## src/rtl/i2c_status_pkg.sv

```systemverilog
// Shared definitions for the I2C status register map: bit positions, the default
// sticky mask and the clear-sequence state encoding.
package i2c_status_pkg;

   localparam int unsigned I2C_STATUS_WIDTH = 13;
   localparam int unsigned CLR_CNT_W        = 4;
   localparam int unsigned CLR_DELAY_MAX    = (1 << CLR_CNT_W) - 1;

   // I2C status map bit positions
   localparam int unsigned BIT_ARB_LOST   = 0;
   localparam int unsigned BIT_BUS_BUSY   = 1;
   localparam int unsigned BIT_NACK       = 2;
   localparam int unsigned BIT_STOP_DET   = 3;
   localparam int unsigned BIT_SDA_HELD   = 4;
   localparam int unsigned BIT_START_DET  = 5;
   localparam int unsigned BIT_RX_OVF     = 6;
   localparam int unsigned BIT_TX_EMPTY   = 7;
   localparam int unsigned BIT_RX_FULL    = 8;
   localparam int unsigned BIT_TIMEOUT    = 9;
   localparam int unsigned BIT_SLAVE_MODE = 10;
   localparam int unsigned BIT_TX_REQ     = 11;
   localparam int unsigned BIT_GEN_CALL   = 12;

   // Event-style flags latch; level flags (bus busy, FIFO levels, mode) pass through.
   localparam logic [I2C_STATUS_WIDTH-1:0] DEFAULT_STICKY_MASK =
      I2C_STATUS_WIDTH'((1 << BIT_ARB_LOST)  | (1 << BIT_NACK)   | (1 << BIT_STOP_DET) |
                        (1 << BIT_START_DET) | (1 << BIT_RX_OVF) | (1 << BIT_TIMEOUT)  |
                        (1 << BIT_GEN_CALL));

   typedef enum logic [1:0] {
      IDLE  = 2'd0,
      WAIT  = 2'd1,
      CLEAR = 2'd2
   } clr_state_e;

endpackage

```

## src/rtl/sticky_status_reg.sv

```systemverilog
// Status register with per-bit sticky/pass-through behaviour, a delayed clear-all
// sequence that captures events arriving during the wait, W1C and masked interrupt.
module sticky_status_reg
   import i2c_status_pkg::*;
#(
   parameter int unsigned           WIDTH       = I2C_STATUS_WIDTH,
   parameter logic [WIDTH-1:0]      STICKY_MASK = WIDTH'(DEFAULT_STICKY_MASK),
   parameter int unsigned           CLEAR_DELAY = 2
) (
   input  logic             clk,
   input  logic             n_rst,
   input  logic [WIDTH-1:0] status_in,
   input  logic             clear,
   input  logic             w1c_en,
   input  logic [WIDTH-1:0] w1c_mask,
   input  logic [WIDTH-1:0] irq_en,
   output logic [WIDTH-1:0] status_out,
   output logic             irq,
   output logic             clear_busy
);

   if (CLEAR_DELAY > CLR_DELAY_MAX) begin : g_clear_delay_range
      $error("sticky_status_reg: CLEAR_DELAY must be in 0..15");
   end

   localparam logic [CLR_CNT_W-1:0] CNT_LOAD =
      (CLEAR_DELAY == 0) ? '0 : CLR_CNT_W'(CLEAR_DELAY - 1);
   localparam clr_state_e CLR_ENTRY = (CLEAR_DELAY == 0) ? CLEAR : WAIT;

   clr_state_e           state_q, state_d;
   logic [CLR_CNT_W-1:0] cnt_q, cnt_d;
   logic [WIDTH-1:0]     pend_q, pend_d;
   logic [WIDTH-1:0]     sticky_d;
   logic [WIDTH-1:0]     status_d;
   logic                 irq_d;

   always_comb begin
      // NOTE: every signal gets a default before the case so no path can infer a latch.
      state_d  = state_q;
      cnt_d    = cnt_q;
      pend_d   = pend_q;
      sticky_d = status_out;

      unique case (state_q)
         IDLE: begin
            // A same-cycle event wins over a W1C of that bit.
            if (w1c_en) sticky_d = (status_out & ~w1c_mask) | status_in;
            else        sticky_d = status_out | status_in;
            if (clear) begin
               state_d = CLR_ENTRY;
               cnt_d   = CNT_LOAD;
            end
         end
         WAIT: begin
            // status_out is frozen; events are parked in pend until the clear lands.
            pend_d = pend_q | (status_in & STICKY_MASK);
            if (cnt_q == '0) state_d = CLEAR;
            else             cnt_d   = cnt_q - 1'b1;
         end
         CLEAR: begin
            sticky_d = pend_q | status_in;
            pend_d   = '0;
            state_d  = IDLE;
         end
         default: state_d = IDLE;
      endcase

      status_d = (sticky_d & STICKY_MASK) | (status_in & ~STICKY_MASK);
      irq_d    = |(status_d & irq_en & STICKY_MASK);
   end

   // NOTE: state uses non-blocking assignments so every register samples pre-edge values.
   always_ff @(posedge clk or negedge n_rst) begin
      if (!n_rst) begin
         state_q    <= IDLE;
         cnt_q      <= '0;
         pend_q     <= '0;
         status_out <= '0;
         irq        <= 1'b0;
      end else begin
         state_q    <= state_d;
         cnt_q      <= cnt_d;
         pend_q     <= pend_d;
         status_out <= status_d;
         irq        <= irq_d;
      end
   end

   assign clear_busy = (state_q != IDLE);

endmodule

```

## config.mk

```make
export PLATFORM = sky130hd
export DESIGN_NAME = sticky_status_reg
export DESIGN_NICKNAME = d
export VERILOG_FILES = /design/src/rtl/i2c_status_pkg.sv /design/src/rtl/sticky_status_reg.sv
export SDC_FILE = /design/constraint.sdc
export NUM_CORES = 1
export LEC_CHECK = 0
export ABC_AREA = 0
export BUFFER_PORTS_ARGS = -buffer_cell sky130_fd_sc_hd__buf_2
export CAP_MARGIN = 20
export CORE_ASPECT_RATIO = 0.5
export CORE_UTILIZATION = 42
export DETAILED_ROUTE_END_ITERATION = 6
export GPL_ROUTABILITY_DRIVEN = 0
export GPL_TIMING_DRIVEN = 0
export PLACE_DENSITY = 0.75
export SLEW_MARGIN = 10
export SYNTH_ARGS = -nofsm -noshare
export SYNTH_HDL_FRONTEND = slang
export SYNTH_SLANG_ARGS = --single-unit
```

## constraint.sdc

```tcl
create_clock -name clk -period 1.56 [get_ports clk]
set_input_delay 0.078 -clock clk [delete_from_list [all_inputs] [get_ports clk]]
set_output_delay 0.078 -clock clk [all_outputs]
set_load 0.02 [all_outputs]
```

==> flow_summary.json, run 1 <==
{
  "area_growth_pct": 41.64,
  "cp.required_ps": 1730,
  "holdPathStages": 3,
  "ys_top_cells_by_area": "dfrtp_1 (50%), a21oi_1 (7.7%), nor2_1 (5.0%)",
  "path_class": "flop to flop",
  "max_stage_delay_ps": 420,
  "totalWireLength_um": 3600,
  "setup_viol": 5,
  "synth_cells": 145,
  "wl_per_cell_um": 14.57,
  "p_leak_nw": 0.8483,
  "ys_ff_latch": 27,
  "grt_first_pass_wirelength_um": 5713,
  "initial_core_util_pct": 44.66,
  "synth_flop_cell": "dfrtp_1",
  "hp-class": "input pin to flop",
  "placed_cells": 230,
  "drt_iter0_drc": 71,
  "ioPinCount": 58,
  "die_y_um": 42.26,
  "drtPass1Iterations": 4,
  "critPathArrivalTime_ps": 1830,
  "antenna_cells": 0,
  "hpwl_um": 2350,
  "synth.distinct_cells": 33,
  "clock_latency_ps": 280,
  "cts-root-buf": "clkbuf_8",
  "skew_ps": 11.39,
  "violations": "setup timing",
  "crit_family": "simple AND/OR/NAND/NOR gates",
  "p_total_mw": 3.392,
  "vias_per_cell": 5.506,
  "worst_pin_slew_ps": 593.6,
  "synth_area_um2": 1361,
  "async_reset_ff_share_pct": 100.0,
  "worstRegToRegCells": 7,
  "synth_top_area_cell": "dfrtp_1",
  "cts_buffers": 3,
  "clk_pin_slew_ps": 100,
  "syn-num-nets": 192,
  "dpl_cell_area_um2": 1644,
  "antenna_left": 0,
  "grt_start_max_net_pins": 28,
  "antenna_found_initial": 0,
  "portBuffers": 45,
  "postSynthAreaPerCell_um2": 9.388,
  "row_count": 14,
  "first_global_vias": 1312,
  "final-hold-violation-count": 0,
  "grt_setup_unrepaired": "true",
  "status": "finished, violations left",
  "cap_violations": 0,
  "layout_setup_ws_ps": -98.89,
  "utilization_pct": 63.26,
  "cp.depth": 7,
  "period_minus_slack_ps": 1659,
  "drc": 0,
  "htreeDepth": 1,
  "seq_area_frac_synth_pct": 49.63,
  "fin_crit_sh_pct": 106.3,
  "power.density_nw_per_um2": 1759,
  "grt_overflow": 0,
  "synth_top_area_share_pct": 49.63,
  "final_max_slew_viol_count": 0,
  "clk_path_buf_depth": 2,
  "yosys_warnings": 0,
  "grt.total_usage_pct": 21.71,
  "path_max_fanout": 5,
  "cts_tree": "built",
  "cts_sinks": 27,
  "synth_edf_count": 0,
  "layout-drive-gt1-share_pct": 40.10,
  "vias": 1360,
  "fin_area_um2": 1928,
  "die_area_um2": 3487,
  "start_kind": "flop",
  "cpMaxStageDelayCell": "dfrtp_1",
  "maxClockFrequency_mhz": 602.8,
  "dieWidth_um": 82.52,
  "fin_cells": 247,
  "core_um2": 3048,
  "tns_ps": -325.6,
  "fillerInstances": 269,
  "crit_path_end_kind": "flop",
  "relSlewSlack_pct": 60.43,
  "crit_buf_inv": 2,
  "num-nets-final": 255,
  "ir_worst_vdd_v": 0.0007882,
  "cp_cell_sequence": "inv_2 > ha_4 > or3b_4 > and2_4 > buf_6 > mux2i_2 > a22oi_1"
}
-- Yosys cell counts (3+ instances only) --
cell,count
inv_1,9
a22oi_1,3
ha_1,4
a221oi_1,6
dfrtp_1,27
o21ai_0,5
and3_1,5
nand3_1,3
nor2_1,18
nand3b_1,3
nand2b_1,3
a21oi_1,21
clkbuf_1,4
nand2_1,9
-- through the flow --
stage | hold slack, ps | setup slack, ps
final | 63.34 | -98.89
after global routing | 75.42 | -146.4
after CTS | 48.06 | -75.24
after detailed placement | 126.3 | -296.8
after global placement | 119.3 | -297.9
after floorplan | -217.6 | -69.50
-- timing repair --
item	in CTS	in global routing
pin swaps	5	5
resized for setup	18	12
gates cloned	0	0
buffers inserted	6	2
setup endpoints to repair	19	19
endpoints found under the hold margin	33	0
hold buffers	7	0
-- layer usage --
layer / wire [um] / GRT usage, %
met4: 23 / 4.828
met2: 1858 / 37.85
met3: 158 / 4.565
met5: 0 / 0
met1: 1560 / 27.82
-- report_power, final --
part           total (mW)  switching, mW  internal (mW)  leakage (nW)
sequential           1.10          0.171          0.932         0.301
clock               0.416          0.235          0.182        0.0217
combinational        1.87           1.05          0.825         0.525
total                3.39           1.45           1.94         0.848
-- cells in the final DEF (no fill, tap or decap), types with 3 or more instances in the layout --
| cell | Yosys | layout |
|---|---|---|
| a21oi_1 | 21 | 21 |
| a221oi_1 | 6 | 5 |
| a22oi_1 | 3 | 3 |
| and3_1 | 5 | 3 |
| buf_2 | 1 | 46 |
| buf_4 | 1 | 8 |
| clkbuf_8 | 0 | 3 |
| dfrtp_1 | 27 | 26 |
| dlygate4sd3_1 | 0 | 7 |
| ha_4 | 0 | 3 |
| inv_1 | 9 | 3 |
| inv_2 | 0 | 5 |
| nand2_1 | 9 | 9 |
| nand2b_1 | 3 | 3 |
| nand3_1 | 3 | 3 |
| nand3b_1 | 3 | 3 |
| nor2_1 | 18 | 17 |
| o21ai_0 | 5 | 4 |
-- logic make-up (layout without fill, tap and decap cells) --
| logic type | Yosys count | count (layout) | synth area share [%] |
|---|---|---|---|
| AND/OR/NAND/NOR | 50 | 50 | 18.66 |
| buffers and inverters | 15 | 77 | 4.503 |
| multiplexers | 2 | 2 | 1.471 |
| flip-flops | 27 | 27 | 49.63 |
| AO/OA/AOI/OAI | 47 | 47 | 22.06 |
| adder cells (fa/ha/maj) | 4 | 4 | 3.677 |
-- area by class of cell --
class                           instances  area [um2]  area share (%)
Timing Repair Buffer                   60       359.1           18.62
Multi-Input combinational cell        103       723.2           37.51
Clock inverter                          1       7.507          0.3894
Sequential cell                        27       676.9           35.11
Tap cell                               40       50.05           2.596
Inverter                                9       37.54           1.947
Buffer                                  4       32.53           1.687
Clock buffer                            3       41.29           2.141
-- worst register-to-register path, delay by kind of cell (launching register included) --
| family | cells | cell delay, ps |
|---|---|---|
| DFF | 1 | 420 |
| buffers and inverters | 2 | 200 |
| adders and majority gates | 1 | 130 |
| and+or+nand+nor | 2 | 550 |
| AOI/OAI and AO/OA | 1 | 90 |
| muxes | 1 | 160 |
-- flip-flops by register name (all words and copies together) (netlist names) --
name        cells
status_out     13
pend_q          7
cnt_q           4
state_q         2
irq             1
-- worst paths after layout --
| kind | to | from | slack (ps) |
|---|---|---|---|
| worst max-delay path | cnt_q[0] | cnt_q[1] | -100 |
| worst min-delay path | pend_q[12] | status_in[12] | 60 |
| worst max register to register | cnt_q[0] | cnt_q[1] | -100 |
| worst min register to register | pend_q[12] | pend_q[12] | 510 |
| max in group asynchronous | state_q[1] | n_rst | 810 |
| min in group asynchronous | cnt_q[2] | n_rst | 330 |
Note: power is estimated with default switching activity, not from simulation.
==> run 2: changes to the inputs <==
- RECOVER_POWER: unset -> 50
==> run 2 against run 1 <==
Against the previous run: the run still ends with setup timing left; non-clock buffer count is the same; flip-flop and latch count unchanged; total power is essentially flat; combinational power hardly changed; clock skew about the same; first-iteration DRC count unchanged; global-route usage unchanged; setup slack improved by 1.8 ps; die area is the same; fmax rose by 0.11%; design area did not move; routed wire length decreased by 0.11%; largest power group unchanged.
==> flow_summary.json, run 2 (same netlist as run 1, synthesis figures left out) <==
{
  "status": "finished, violations left",
  "violations": "setup timing",
  "wl_per_cell_um": 14.56,
  "largest_register": "status_out",
  "path_max_fanout": 5,
  "drtPass1Iterations": 4,
  "layout_commonest_cell": "buf_2",
  "totalWireLength_um": 3596,
  "htreeDepth": 1,
  "skew_ps": 11.39,
  "antenna_cells": 0,
  "period_minus_slack_ps": 1657,
  "largest_reg_flops": 13,
  "cp.required_ps": 1730,
  "vias": 1361,
  "p_sw_mw": 1.453,
  "relSlewSlack_pct": 55.82,
  "fin_area_um2": 1928,
  "grt.total_usage_pct": 21.71,
  "p_clk_share_pct": 12.3,
  "final_cell_mix": "buf_2 (45), dfrtp_1 (26), a21oi_1 (21), nor2_1 (17), nand2_1 (9)",
  "grt_overflow": 0,
  "first_global_vias": 1312,
  "cts-root-buf": "clkbuf_8",
  "hold_ws_ps": 63.33,
  "portBuffers": 45,
  "die_area_um2": 3487,
  "clock_latency_ps": 280,
  "drt_iter0_drc": 71,
  "num-nets-final": 255,
  "crit_path_end_kind": "flop",
  "cts_buffers": 3,
  "worst_pin_slew_ps": 662.8,
  "cts_sinks": 27,
  "path_class": "flop to flop",
  "initial_core_util_pct": 44.66,
  "dpl_cell_area_um2": 1644,
  "p_leak_nw": 0.8485,
  "layout_setup_ws_ps": -97.05,
  "cap_violations": 0,
  "p_int_mw": 1.938,
  "layout-drive-gt1-share_pct": 40.10,
  "row_count": 14,
  "seqPwrFrac_pct": 32.5,
  "start_kind": "flop",
  "area_growth_pct": 41.64,
  "p_total_mw": 3.391,
  "reg_top3": "status_out (13), pend_q (7), cnt_q (4)",
  "drc": 0,
  "cts_tree": "built",
  "grt_setup_unrepaired": "true",
  "ir_worst_vdd_v": 0.0007882,
  "antenna_left": 0,
  "clk_path_buf_depth": 2,
  "clk_pin_slew_ps": 110,
  "hpwl_um": 2350,
  "setup_viol": 5,
  "p_sw_share_pct": 42.84,
  "maxClockFrequency_mhz": 603.5,
  "hp-class": "input pin to flop",
  "grt_first_pass_wirelength_um": 5713,
  "final-hold-violation-count": 0,
  "p_comb_share_pct": 55.2,
  "critPathArrivalTime_ps": 1830,
  "core_um2": 3048,
  "grt_start_max_net_pins": 28,
  "vias_per_cell": 5.510,
  "ioPinCount": 58,
  "dieWidth_um": 82.52,
  "dp_slack_ps": -296.8,
  "antenna_found_initial": 0,
  "power.density_nw_per_um2": 1759,
  "die_y_um": 42.26,
  "fin_crit_sh_pct": 106.2,
  "final_max_slew_viol_count": 0
}
==> run 2: changes by cell type in the layout (fill, tap and decap cells not counted) <==
| cell | change |
|---|---|
| buf_2 | -1 |
| clkbuf_2 | +1 |
==> run 2: what timing repair did <==
| action | in CTS | in global routing |
|---|---|---|
| cloned | 0 | 0 |
| hold endpoints to repair | 33 | 0 |
| buffers inserted | 6 | 2 |
| hold buffers | 7 | 0 |
| pin swaps | 5 | 5 |
| gates resized for setup | 18 | 12 |
| setup endpoints to repair | 19 | 19 |
==> run 2: area by class of cell <==
cell class	count	area, um2
buffer	4	32.53
clock buffer	3	41.29
clock inverter	1	7.507
fill	269	1120
inverter	9	37.54
multi-input combinational	103	723.2
sequential	27	676.9
tap	40	50.05
timing repair buffer	60	359.1
==> run 2: per-layer routing <==
metal  wire length (um)  share of wire (%)  up-vias  global-route usage, %
li1                   -                  -      657                      -
met3                163                4.5        4                  4.565
met5                  0                  0        -                      0
met1               1557                 43      658                  27.82
met4                 23               0.64        0                  4.828
met2               1852                 52       42                  37.85
==> run 2: path summary, 6_finish.rpt <==
check | cells after the start | end | start | slack (ps)
setup / recovery | 7 | cnt_q[0] | cnt_q[1] | -100
hold reg to reg | 2 | pend_q[12] | pend_q[12] | 510
min in group asynchronous | 2 | cnt_q[2] | n_rst | 360
hold / removal | 3 | pend_q[12] | status_in[12] | 60
setup reg to reg | 7 | cnt_q[0] | cnt_q[1] | -100
max in group asynchronous | 2 | state_q[1] | n_rst | 740
==> run 2: metrics by stage <==
step | utilization (%) | setup TNS, ps | instances
after detailed placement | 53.94 | -1974 | 230
after floorplan | - | -69.50 | 145
after global placement | 53.94 | -1675 | 230
after global routing | 63.26 | -821.0 | 247
after CTS | 61.70 | -248.9 | 246
final | 63.26 | -322.9 | 247
==> run 2: power by group through the flow <==
stage | combinational (mW) | clock [mW] | sequential [mW]
2_1_floorplan | 0.934 | 0 | 1.18
3_3_place_gp | 1.41 | 0 | 1.10
3_5_place_dp | 1.43 | 0 | 1.10
4_1_cts | 1.71 | 0.423 | 1.10
5_1_grt | 2.04 | 0.454 | 1.14
6_report | 1.87 | 0.417 | 1.10
==> run 2: worst max-delay path: stages (launching register included) <==
cell and delay [ps]:
dfrtp_1 420, inv_2 90, ha_4 130, or3b_4 380, and2_4 170, buf_6 110, mux2i_2 160, a22oi_1 90
==> run 3: changes to the inputs <==
- GPL_TIMING_DRIVEN: 0 -> unset
==> run 3 against run 2 <==
Against the previous run: largest cell class unchanged; design area increased by 7.1%; largest power group unchanged; total power increased by 10%; sequential share of layout area decreased by 2.4 points; highest routed layer unchanged; critical path type unchanged; the run still ends with setup timing left; routed wire length increased by 8.0%; first-iteration DRC count increased by 27%.
==> flow_summary.json, run 3 (same netlist as run 1, synthesis figures left out) <==
{
  "first_global_vias": 1288,
  "worstRegToRegCells": 7,
  "final_max_slew_viol_count": 0,
  "skew_ps": 5.587,
  "vias_per_cell": 5.421,
  "min_to": "irq",
  "row_count": 14,
  "clk_path_buf_depth": 2,
  "reg_top3": "status_out (13), pend_q (7), cnt_q (4)",
  "p_clk_share_pct": 10.7,
  "setup_viol": 3,
  "clk_pin_slew_ps": 90,
  "grt_overflow": 0,
  "cts-root-buf": "clkbuf_8",
  "power.density_nw_per_um2": 1806,
  "core_um2": 3048,
  "layout_commonest_cell": "buf_2",
  "grt.total_usage_pct": 22.64,
  "drc": 0,
  "dp_slack_ps": -223.3,
  "layout_setup_ws_ps": -64.25,
  "cp.required_ps": 1720,
  "htreeDepth": 1,
  "utilization_pct": 67.77,
  "die_area_um2": 3487,
  "cts_tree": "built",
  "period_minus_slack_ps": 1624,
  "crit_path_end_kind": "flop",
  "start_kind": "flop",
  "holdCritStartpoint": "irq_en[12]",
  "cap_violations": 0,
  "antenna_found_initial": 0,
  "clock_latency_ps": 270,
  "p_leak_nw": 0.9539,
  "drt_iter0_drc": 90,
  "hpwl_um": 2598,
  "antenna_cells": 0,
  "status": "finished, violations left",
  "die_y_um": 42.26,
  "layout-drive-gt1-share_pct": 45.13,
  "initial_core_util_pct": 44.66,
  "final-hold-violation-count": 0,
  "path_class": "flop to flop",
  "worstReg2RegStart": "cnt_q[0]",
  "wl_per_cell_um": 14.61,
  "hold_ws_ps": 38.27,
  "critPathArrivalTime_ps": 1790,
  "area_growth_pct": 51.75,
  "hp-class": "input pin to flop",
  "antenna_left": 0,
  "critical_path.reg2reg.endpoint": "cnt_q[3]",
  "path_max_fanout": 5,
  "p_sw_share_pct": 41.14,
  "grt_start_max_net_pins": 28,
  "largest_reg_flops": 13,
  "ir_worst_vdd_v": 0.0008227,
  "largest_register": "status_out",
  "seqPwrFrac_pct": 29.1,
  "totalWireLength_um": 3885,
  "violations": "setup timing",
  "p_total_mw": 3.731,
  "portBuffers": 45,
  "num-nets-final": 274,
  "drtPass1Iterations": 4,
  "p_int_mw": 2.196,
  "dieWidth_um": 82.52,
  "relSlewSlack_pct": 54.70,
  "worst_pin_slew_ps": 679.6,
  "maxClockFrequency_mhz": 615.7,
  "cts_buffers": 3,
  "p_comb_share_pct": 60.1,
  "grt_first_pass_wirelength_um": 5809,
  "cts_sinks": 27,
  "fin_crit_sh_pct": 104.1,
  "final_cell_mix": "buf_2 (44), buf_4 (29), dfrtp_1 (27), a21oi_1 (20), nor2_1 (18)",
  "vias": 1442,
  "worst-r2r-setup-slack_ps": -60,
  "p_sw_mw": 1.535,
  "grt_setup_unrepaired": "true",
  "holdPathStages": 3,
  "ioPinCount": 58
}
run 3: cell count changes in the layout (fill, tap and decap cells not counted), sizes merged:
cell | previous run | this run
clkinvlp | 2 | 1
buf | 55 | 75
clkbuf | 5 | 4
clkinv | 0 | 1
run 3: routing by layer:
layer  share of wire [%]  vias up  GRT usage, %
met5                   0        -             0
met4                0.18        0         3.793
met3                 5.4        3         5.217
met2                  50       53         36.69
met1                  44      694         31.55
li1                    -      692             -
run 3: final cells by class:
class / instances / area, um2
Clock inverter: 1 / 5.005
Sequential cell: 27 / 675.6
Timing Repair Buffer: 83 / 535.5
Tap cell: 40 / 50.05
Clock buffer: 3 / 41.29
Fill cell: 241 / 982.2
Inverter: 9 / 37.54
Multi-Input combinational cell: 103 / 720.7
run 3: power by group through the flow:
stage,logic [mW],registers (mW),clock network (mW)
floorplan,0.934,1.18,0
global placement,1.76,1.07,0
detailed placement,1.79,1.08,0
CTS,1.98,1.08,0.421
global route,2.41,1.11,0.462
finish,2.24,1.09,0.400
run 3: worst max path at each step:
stage / startpoint / slack (ps) / depth (start not counted) / end
2_1_floorplan: cnt_q[0] / -70 / 6 / cnt_q[3]
3_3_place_gp: state_q[0] / -260 / 7 / irq
3_5_place_dp: state_q[0] / -220 / 7 / irq
4_1_cts: cnt_q[0] / -80 / 6 / cnt_q[3]
5_1_grt: state_q[1] / -120 / 7 / irq
6_report: cnt_q[0] / -60 / 7 / cnt_q[3]
run 3: worst max-delay path: stages, from the launching register on:
cell and delay, ps:
dfrtp_1 400, inv_2 80, ha_4 130, or3b_4 380
and2_4 170, buf_4 130, a21oi_1 170, a221oi_2 50
run 3: what timing repair did:
action	in CTS	in global routing
setup endpoints to repair	16	9
endpoints found under the hold margin	33	0
resized for setup	15	13
pin swaps	2	6
buffers inserted	3	5
hold buffers	7	0
run 3: per-stage QoR:
stage | instances | cell area, um2 | setup TNS (ps)
floorplan | 145 | 1369 | -69.50
global route | 266 | 2066 | -407.1
finish | 266 | 2066 | -164.8
CTS | 261 | 1984 | -139.5
global placement | 247 | 1788 | -634.5
detailed placement | 247 | 1788 | -928.0
